==> src/rtl/conv_out_packer.sv <==
// Packs the three bit streams of the convolutional encoder into bytes for three lock-step output FIFOs.
// Optional: define CONV_PACK_MSB_FIRST_EN to place the first bit of each byte in bit 7 instead of bit 0.
module conv_out_packer #(
    parameter int unsigned SMALL_SIZE = 1056,
    parameter int unsigned LARGE_SIZE = 6144
) (
    input  logic       clk,
    input  logic       reset,
    input  logic       start,
    input  logic       blk_size,
    input  logic [2:0] d_in,
    input  logic       d_valid,
    output logic       d_ready,
    input  logic [2:0] fifo_full,
    output logic [7:0] q0,
    output logic [7:0] q1,
    output logic [7:0] q2,
    output logic       wrreq,
    output logic       busy,
    output logic       blk_done
);

    localparam int unsigned CNT_W  = 13;
    localparam int unsigned BYTE_W = 8;

    typedef enum logic [1:0] {
        IDLE  = 2'd0,
        PACK  = 2'd1,
        DRAIN = 2'd2
    } state_t;

    state_t state;
    state_t state_nxt;

    logic [CNT_W-1:0]  bit_cnt;
    logic [CNT_W-1:0]  last_idx;
    logic              size_q;
    logic              pend;
    logic              accept;
    logic              byte_done;
    logic              last_bit;
    logic              fifo_ok;
    logic [BYTE_W-1:0] sr0;
    logic [BYTE_W-1:0] sr1;
    logic [BYTE_W-1:0] sr2;
    logic [BYTE_W-1:0] nb0;
    logic [BYTE_W-1:0] nb1;
    logic [BYTE_W-1:0] nb2;

    assign fifo_ok   = (fifo_full == 3'b000);
    assign last_idx  = size_q ? CNT_W'(LARGE_SIZE - 1) : CNT_W'(SMALL_SIZE - 1);
    assign last_bit  = (bit_cnt == last_idx);
    assign byte_done = (bit_cnt[2:0] == 3'd7);
    assign accept    = d_valid && d_ready;

    // Shift-register contents after accepting the current symbol
`ifdef CONV_PACK_MSB_FIRST_EN
    assign nb0 = {sr0[BYTE_W-2:0], d_in[2]};
    assign nb1 = {sr1[BYTE_W-2:0], d_in[1]};
    assign nb2 = {sr2[BYTE_W-2:0], d_in[0]};
`else
    assign nb0 = {d_in[2], sr0[BYTE_W-1:1]};
    assign nb1 = {d_in[1], sr1[BYTE_W-1:1]};
    assign nb2 = {d_in[0], sr2[BYTE_W-1:1]};
`endif

    // State register
    always_ff @(posedge clk) begin
        if (!reset) begin
            state <= IDLE;
        end else begin
            state <= state_nxt;
        end
    end

    // Next state plus the two handshake strobes; both are gated by reset so nothing leaks during it
    always_comb begin
        state_nxt = state;
        d_ready   = 1'b0;
        wrreq     = reset && pend && fifo_ok;
        case (state)
            IDLE: begin
                if (start) begin
                    state_nxt = PACK;
                end
            end
            PACK: begin
                d_ready = reset && (!pend || fifo_ok);
                if (d_valid && reset && (!pend || fifo_ok) && last_bit) begin
                    state_nxt = DRAIN;
                end
            end
            DRAIN: begin
                if (wrreq) begin
                    state_nxt = IDLE;
                end
            end
            default: begin
                state_nxt = IDLE;
            end
        endcase
    end

    // Datapath: shift registers, bit counter, output bytes and the single pending-byte flag
    always_ff @(posedge clk) begin
        if (!reset) begin
            size_q   <= 1'b0;
            bit_cnt  <= '0;
            sr0      <= '0;
            sr1      <= '0;
            sr2      <= '0;
            q0       <= '0;
            q1       <= '0;
            q2       <= '0;
            pend     <= 1'b0;
            busy     <= 1'b0;
            blk_done <= 1'b0;
        end else begin
            blk_done <= 1'b0;
            if (state == IDLE && start) begin
                size_q  <= blk_size;
                bit_cnt <= '0;
                sr0     <= '0;
                sr1     <= '0;
                sr2     <= '0;
                busy    <= 1'b1;
            end
            if (accept) begin
                sr0     <= nb0;
                sr1     <= nb1;
                sr2     <= nb2;
                bit_cnt <= bit_cnt + CNT_W'(1);
                if (byte_done) begin
                    q0 <= nb0;
                    q1 <= nb1;
                    q2 <= nb2;
                end
            end
            // A new byte cannot complete on the same edge the old one is written
            if (accept && byte_done) begin
                pend <= 1'b1;
            end else if (wrreq) begin
                pend <= 1'b0;
            end
            if (state == DRAIN && wrreq) begin
                busy     <= 1'b0;
                blk_done <= 1'b1;
            end
        end
    end

endmodule

==> config.mk <==
export PLATFORM = sky130hd
export DESIGN_NAME = conv_out_packer
export DESIGN_NICKNAME = d
export VERILOG_FILES = /design/src/rtl/conv_out_packer.sv
export SDC_FILE = /design/constraint.sdc
export NUM_CORES = 1
export LEC_CHECK = 0
export ABC_AREA = 1
export BUFFER_PORTS_ARGS = -buffer_cell sky130_fd_sc_hd__buf_2
export CAP_MARGIN = 20
export CELL_PAD_IN_SITES_DETAIL_PLACEMENT = 1
export CELL_PAD_IN_SITES_GLOBAL_PLACEMENT = 1
export CORE_MARGIN = 4
export CORE_UTILIZATION = 40
export DETAILED_ROUTE_END_ITERATION = 8
export PLACE_DENSITY = 0.83
export SLEW_MARGIN = 20
export SYNTH_ARGS = -nofsm -noshare
export SYNTH_HDL_FRONTEND = slang
export SYNTH_SLANG_ARGS = --single-unit
==> constraint.sdc <==
create_clock -name clk -period 1.8 [get_ports clk]
set_clock_uncertainty 0.15 [all_clocks]
set_input_delay 0.18 -clock clk [delete_from_list [all_inputs] [get_ports clk]]
set_output_delay 0.18 -clock clk [all_outputs]
set_load 0.05 [all_outputs]
==> results.md, run 1 <==
* Final period util at 0.917
* Critical path class: flop to output pin
* GRT Total Usage at 0.193
* Fin. Hold Viols at 0
* Post-synthesis instance area at 2910 um^2
* Core Rows at 30
* H-tree Lvls at 3
* Root Buffer Master: clkbuf_8
* Top FF cell, synth: dfxtp_1
* Critical path startpoint category: flop
* Hold_sp: fifo_full[2]
* Residual DRC at 0
* Slew Viols, Final at 0
* Setup Viol. Count Final at 0
* Final cell count without fillers at 570
* CORE AREA at 6940 um^2
* Crit. End Element: output pin
* Pin count of the biggest net entering global routing at 37
* Post-synth top cells: 94 x nand2_1, 72 x nor2_1, 65 x nand3_1
* Clock Pin Slew Worst Setup and Hold Paths at 0.06 ns
* CTS buffer count at 9
* Syn Area/Cell at 6.75 um^2
* FMAX at 606 MHz
* CTS tree: done
* Mapped Nets at 444
* Initial antenna violation count at 0
* ANT nets after route at 0
* Area Growth Syn to Fin at 18.4%
* Peak supply drop at 0.000398 V
* Syn Inst Count at 431
* Placed cell count at 550
* Unrepaired setup endpoints after global routing: no
* Worst r2r src: bit_cnt[1]
* Util after Layout at 0.496
* Min-Delay Path Class: input pin to flop
* Drt wl/cell at 13.8 um
* P per Cell Area at 830 nW/um^2
* Layout cells sized above 1 at 0.152
* Count of cell types in the netlist at 20
* Post-synth EDFFs at 0
* Data required time at the worst endpoint at 1.47 ns
* Hold_ws at 0.0705 ns
* HPWL after DPL at 5370 um
* Vias in the first global route at 2853
* Main area contributors after synthesis: dfxtp_1 44%, nand2_1 12%, nand3_1 11%
* Critical-path cell list: inv_2, nor2_4, nand3_2, inv_1, clkbuf_4
* Buffers added on ports at 38
* Layout fillers at 950
* Share of the synthesized area in the top cell type at 0.440
* Final Critical Period at 1.65 ns
* CTS Buffer Depth at 2
* Ys async rst share at 0
* Critical path peak fanout at 4
* Post-Route Setup TNS at 0 ns
* Cell taking the most area after synthesis: dfxtp_1
* Yosys warning total at 0
* CP peak stage delay at 0.36 ns
* Net count, final at 482
* First-pass GRT wire length at 13400 um
* Count leader, synth: nand2_1
* Max-slew headroom at 0.762
* Max Cap Viol at 0
* Crit-path slowest cell: dfxtp_2
* Die ar. at 8700 um^2
* Total Routed Length at 7880 um
* Via-per-instance ratio at 4.96
* Die H at 93.3 um
* Die width at 93.3 um
* Reg2reg setup slack at 0.21 ns
* DR vias at 2825
* Hold Path End: blk_done
* Cells on Worst Hold Path at 4
* Yosys reg bits at 64
* Reg-to-Reg End: q2[5]
* CTS Sinks at 64
* Worst Tran Pin Value at 0.358 ns
* Drt first pass iters at 4
* GRT overflow at 0
* Cells on worst reg2reg path at 7
* Initial core utilization at 0.419
* Status: completed
* Number of antenna repair diodes at 0
* Sequential area share after synthesis at 0.440
* Gpl congestion at 0.786
* Insertion delay to the later sink of the worst-skew pair at 0.34 ns
* Io pins at 39
* Leak at 1.37 nW
* CP arrival at 1.32 ns
* Initial DRC count at 114
-- cell type report --
| cell class | count | area (um^2) | area share |
|---|---|---|---|
| clock buffer | 11 | 141 | 0.0411 |
| clock inverter | 5 | 56.3 | 0.0164 |
| inverter | 51 | 191 | 0.0556 |
| timing repair buffer | 52 | 337 | 0.0977 |
| tap | 96 | 120 | 0.0349 |
| sequential | 64 | 1280 | 0.372 |
| multi-input combinational | 291 | 1320 | 0.382 |
-- state kept, by name, indices dropped and copies added, names as in the netlist --
name	cells
state	2
sr1	7
busy	1
q1	8
sr2	7
size_q	1
blk_done	1
sr0	7
pend	1
bit_cnt	13
q2	8
q0	8
-- report_power, final --
group          switching [mW]  internal, mW
Combinational           0.126        0.0555
Sequential            0.00670          1.42
Clock                   0.571         0.675
-- per-stage QoR --
stage          area [um^2]  worst slack [ns]  total power, mW
2_1_floorplan         2910             0.192             1.58
3_3_place_gp          3200             0.229             1.63
3_5_place_dp          3200             0.157             1.64
4_1_cts               3440            0.0384             2.89
5_1_grt               3440            0.0172             2.99
6_report              3440             0.150             2.86
-- logic make-up (layout without fill, tap and decap cells) --
logic type               count (synthesis)  after routing  share of synthesized area
adder cells (fa/ha/maj)                  2              2                    0.00860
buffers and inverters                   76            119                      0.108
flip-flops                              64             64                      0.440
AO/OA/AOI/OAI                           45             45                     0.0774
AND/OR/NAND/NOR                        244            244                      0.366
-- per-layer routing --
metal | GRT usage | up-vias | share of wire
met5 | 0 | - | 0
li1 | - | 1425 | -
met2 | 0.334 | 43 | 0.49
met3 | 0.0338 | 10 | 0.026
met4 | 0.0781 | 0 | 0.020
met1 | 0.235 | 1347 | 0.46
-- layout by cell type (no fill, tap or decap), drive strengths merged --
cell,n
a21oi,38
inv,51
nor3,3
nand2,95
ha,2
dlygate4sd3,4
nand4,3
buf,47
clkbuf,12
clkinvlp,1
nor2,75
bufinv,1
dfxtp,64
clkinv,3
nand3,67
nand3b,1
o21ai,7
-- worst max path at each step --
stage | start | to | slack, ns | cells after the start
2_1_floorplan | bit_cnt[1] | q0[0] | 0.19 | 8
3_3_place_gp | fifo_full[1] | q2[1] | 0.23 | 10
3_5_place_dp | state[0] | bit_cnt[3] | 0.16 | 7
4_1_cts | state[0] | d_ready | 0.04 | 5
5_1_grt | bit_cnt[0] | state[0] | 0.02 | 8
6_report | state[0] | d_ready | 0.15 | 5
-- worst max-delay path, delay by kind of cell, from the launching register on --
family                 cells  cell delay, ns
flip-flops                 1            0.36
buffers and inverters      3            0.35
AND/OR/NAND/NOR            2            0.28
-- repair_timing --
action | in CTS | in global routing
hold endpoints to repair | 4 | 0
resized for setup | 0 | 3
hold buffers | 4 | 0
buffers inserted | 0 | 0
setup endpoints to repair | 0 | 3
No activity file was read; power rests on OpenSTA's default activity.
==> run 2: changes to the inputs <==
--- a/config.mk
+++ b/config.mk
@@ -8,12 +8,12 @@
 export ABC_AREA = 1
 export BUFFER_PORTS_ARGS = -buffer_cell sky130_fd_sc_hd__buf_2
 export CAP_MARGIN = 20
-export CELL_PAD_IN_SITES_DETAIL_PLACEMENT = 1
-export CELL_PAD_IN_SITES_GLOBAL_PLACEMENT = 1
+export CELL_PAD_IN_SITES_DETAIL_PLACEMENT = 0
+export CELL_PAD_IN_SITES_GLOBAL_PLACEMENT = 2
 export CORE_MARGIN = 4
-export CORE_UTILIZATION = 40
+export CORE_UTILIZATION = 31
 export DETAILED_ROUTE_END_ITERATION = 8
-export PLACE_DENSITY = 0.83
+export PLACE_DENSITY_LB_ADDON = 0.1
 export SLEW_MARGIN = 20
 export SYNTH_ARGS = -nofsm -noshare
 export SYNTH_HDL_FRONTEND = slang
==> run 2 against run 1 <==
Final cell count is 3.2% higher. Utilization decreased by 11 points. Count of clock-buffer cells in the layout fell by 1. Register-to-register slack improved by 0.05 ns. Fmax down 0.44%. Via count shrank 4.7%. Cell area up 3.4%. Critical path type unchanged. Critical endpoint unchanged. Largest cell class unchanged.
==> results.md, run 2 (synthesized netlist as in run 1, its figures left out) <==
* Status: completed (unchanged)
* Initial antenna violation count at 0 (unchanged)
* Unrepaired setup endpoints after global routing: no (unchanged)
* Clock Pin Slew Worst Setup and Hold Paths at 0.08 ns (was 0.06 ns)
* Total Routed Length at 7000 um (was 7880 um)
* Min-Delay Path Class: input pin to flop (unchanged)
* Critical-path cell list: inv_2, nor2_4, nand3_2, inv_1, buf_4 (was inv_2, nor2_4, nand3_2, inv_1, clkbuf_4)
* CTS buffer count at 9 (unchanged)
* Data required time at the worst endpoint at 1.47 ns (about the same)
* CORE AREA at 9200 um^2 (was 6940 um^2)
* Comb power frac at 0.058 (was 0.064)
* Max Cap Viol at 0 (unchanged)
* Worst Tran Pin Value at 0.275 ns (was 0.358 ns)
* Initial core utilization at 0.316 (was 0.419)
* Critical path class: flop to output pin (unchanged)
* Met1 wire length at 3660 um (was 3610 um)
* Clock power frac at 0.493 (was 0.436)
* Peak supply drop at 0.000480 V (was 0.000398 V)
* DR WL met3 at 259 um (was 206 um)
* Sw power at 0.733 mW (was 0.704 mW)
* GRT Total Usage at 0.135 (was 0.193)
* Buffers added on ports at 38 (unchanged)
* DR vias at 2691 (was 2825)
* Initial DRC count at 93 (was 114)
* Critical path peak fanout at 4 (unchanged)
* Leak at 1.42 nW (was 1.37 nW)
* CP peak stage delay at 0.37 ns (was 0.36 ns)
* Drt first pass iters at 4 (unchanged)
* Post-Route Setup TNS at 0 ns (unchanged)
* Core Rows at 35 (was 30)
* Via-per-instance ratio at 4.58 (was 4.96)
* Dpl ws at 0.237 ns (was 0.157 ns)
* Critical path startpoint category: flop (unchanged)
* Slew Viols, Final at 0 (unchanged)
* Max layer used: met4 (unchanged)
* Internal power at 2.45 mW (was 2.15 mW)
* Max-slew headroom at 0.815 (was 0.762)
* WP buf/inv at 3 (unchanged)
* CP arrival at 1.33 ns (was 1.32 ns)
* Met2 wire len at 2950 um (was 3900 um)
* P per Cell Area at 894 nW/um^2 (was 830 nW/um^2)
* Final period util at 0.921 (was 0.917)
* Die H at 105 um (was 93.3 um)
* Gpl congestion at 0.767 (was 0.786)
* Residual DRC at 0 (unchanged)
* Insertion delay to the later sink of the worst-skew pair at 0.34 ns (about the same)
* HPWL after DPL at 4810 um (was 5370 um)
* Crit-path slowest cell: dfxtp_2 (unchanged)
* Setup ws final at 0.143 ns (was 0.150 ns)
* CTS Sinks at 64 (unchanged)
* Final Critical Period at 1.66 ns (was 1.65 ns)
* Sequential share of power at 0.449 (was 0.500)
* Max reg flops at 13 (unchanged)
* Layout fillers at 1018 (was 950)
* Drt wl/cell at 11.9 um (was 13.8 um)
* CTS Buffer Depth at 2 (unchanged)
* Reg with most FFs: bit_cnt (unchanged)
* Area Growth Syn to Fin at 22.4% (was 18.4%)
* Hold_ws at 0.0675 ns (was 0.0705 ns)
* FMAX at 603 MHz (was 606 MHz)
* Sw frac at 0.230 (was 0.246)
* Final instance area at 3560 um^2 (was 3440 um^2)
* Die width at 105 um (was 93.3 um)
* Delay-heaviest family, CP: flip-flops (unchanged)
* Vias in the first global route at 2604 (was 2853)
* Number of antenna repair diodes at 0 (unchanged)
* Crit. End Element: output pin (unchanged)
* Pwr Total at 3.18 mW (was 2.86 mW)
* Io pins at 39 (unchanged)
* Setup Viol. Count Final at 0 (unchanged)
* Net count, final at 485 (was 482)
* H-tree Lvls at 3 (unchanged)
* CTS tree: done (unchanged)
* Fin. Hold Viols at 0 (unchanged)
* ANT nets after route at 0 (unchanged)
* GRT overflow at 0 (unchanged)
* First-pass GRT wire length at 12300 um (was 13400 um)
* Commonest non-fill, non-tap cell in the layout: nand2_1 (unchanged)
* Commonest cells after routing, fill and taps aside: 94 x nand2_1, 72 x nor2_1, 65 x nand3_1, 63 x dfxtp_1, 50 x inv_1 (unchanged)
* Layout cells sized above 1 at 0.159 (was 0.152)
* Root Buffer Master: clkbuf_8 (unchanged)
* Area after DPL at 3260 um^2 (was 3200 um^2)
* Die ar. at 11000 um^2 (was 8700 um^2)
* Pin count of the biggest net entering global routing at 34 (was 37)
run 2: timing repair:
action,4_1_cts,5_1_grt
hold endpoints to repair,4,0
endpoints found under the setup margin,1,1
setup buffers,0,0
hold buffers,4,0
gates resized for setup,1,1
pin swaps,0,0
run 2: worst register-to-register path: stages (launching register included):
cell and delay, ns:
dfxtp_1 0.38, ha_1 0.19, nand3_1 0.10, nor2_1 0.19, nand2_1 0.07, nor2_1 0.15, nand2_1 0.07, nand2_1 0.07
a21oi_1 0.05
run 2: path summary, 6_finish.rpt:
path	from	to	slack (ns)	depth (start not counted)
hold / removal	fifo_full[0]	blk_done	0.07	4
setup / recovery	state[0]	d_ready	0.14	5
hold reg to reg	q0[7]	q0[7]	0.33	2
setup reg to reg	bit_cnt[1]	state[0]	0.26	8
run 2: layout make-up:
cell class	count	area, um^2	share of cell area
Timing Repair Buffer	55	380	0.107
Sequential cell	64	1280	0.360
Tap cell	111	139	0.0390
Multi-Input combinational cell	291	1320	0.369
Clock inverter	6	115	0.0323
Clock buffer	10	138	0.0387
Inverter	51	191	0.0538
run 2: power groups by stage:
stage	sequential, mW	combinational (mW)	clock (mW)
floorplan	1.47	0.110	0
global placement	1.46	0.182	0
detailed placement	1.46	0.181	0
CTS	1.43	0.189	1.63
global route	1.43	0.208	1.69
finish	1.43	0.185	1.57
run 2: through the flow:
step                       util  instances
after floorplan               -        431
after global placement    0.355        568
after detailed placement  0.355        568
after CTS                 0.387        588
after global routing      0.387        588
final                     0.387        588
run 2: routing by layer:
layer	up-vias	track usage
met4	0	0.0581
li1	1433	-
met5	-	0
met2	48	0.209
met3	12	0.0327
met1	1198	0.179
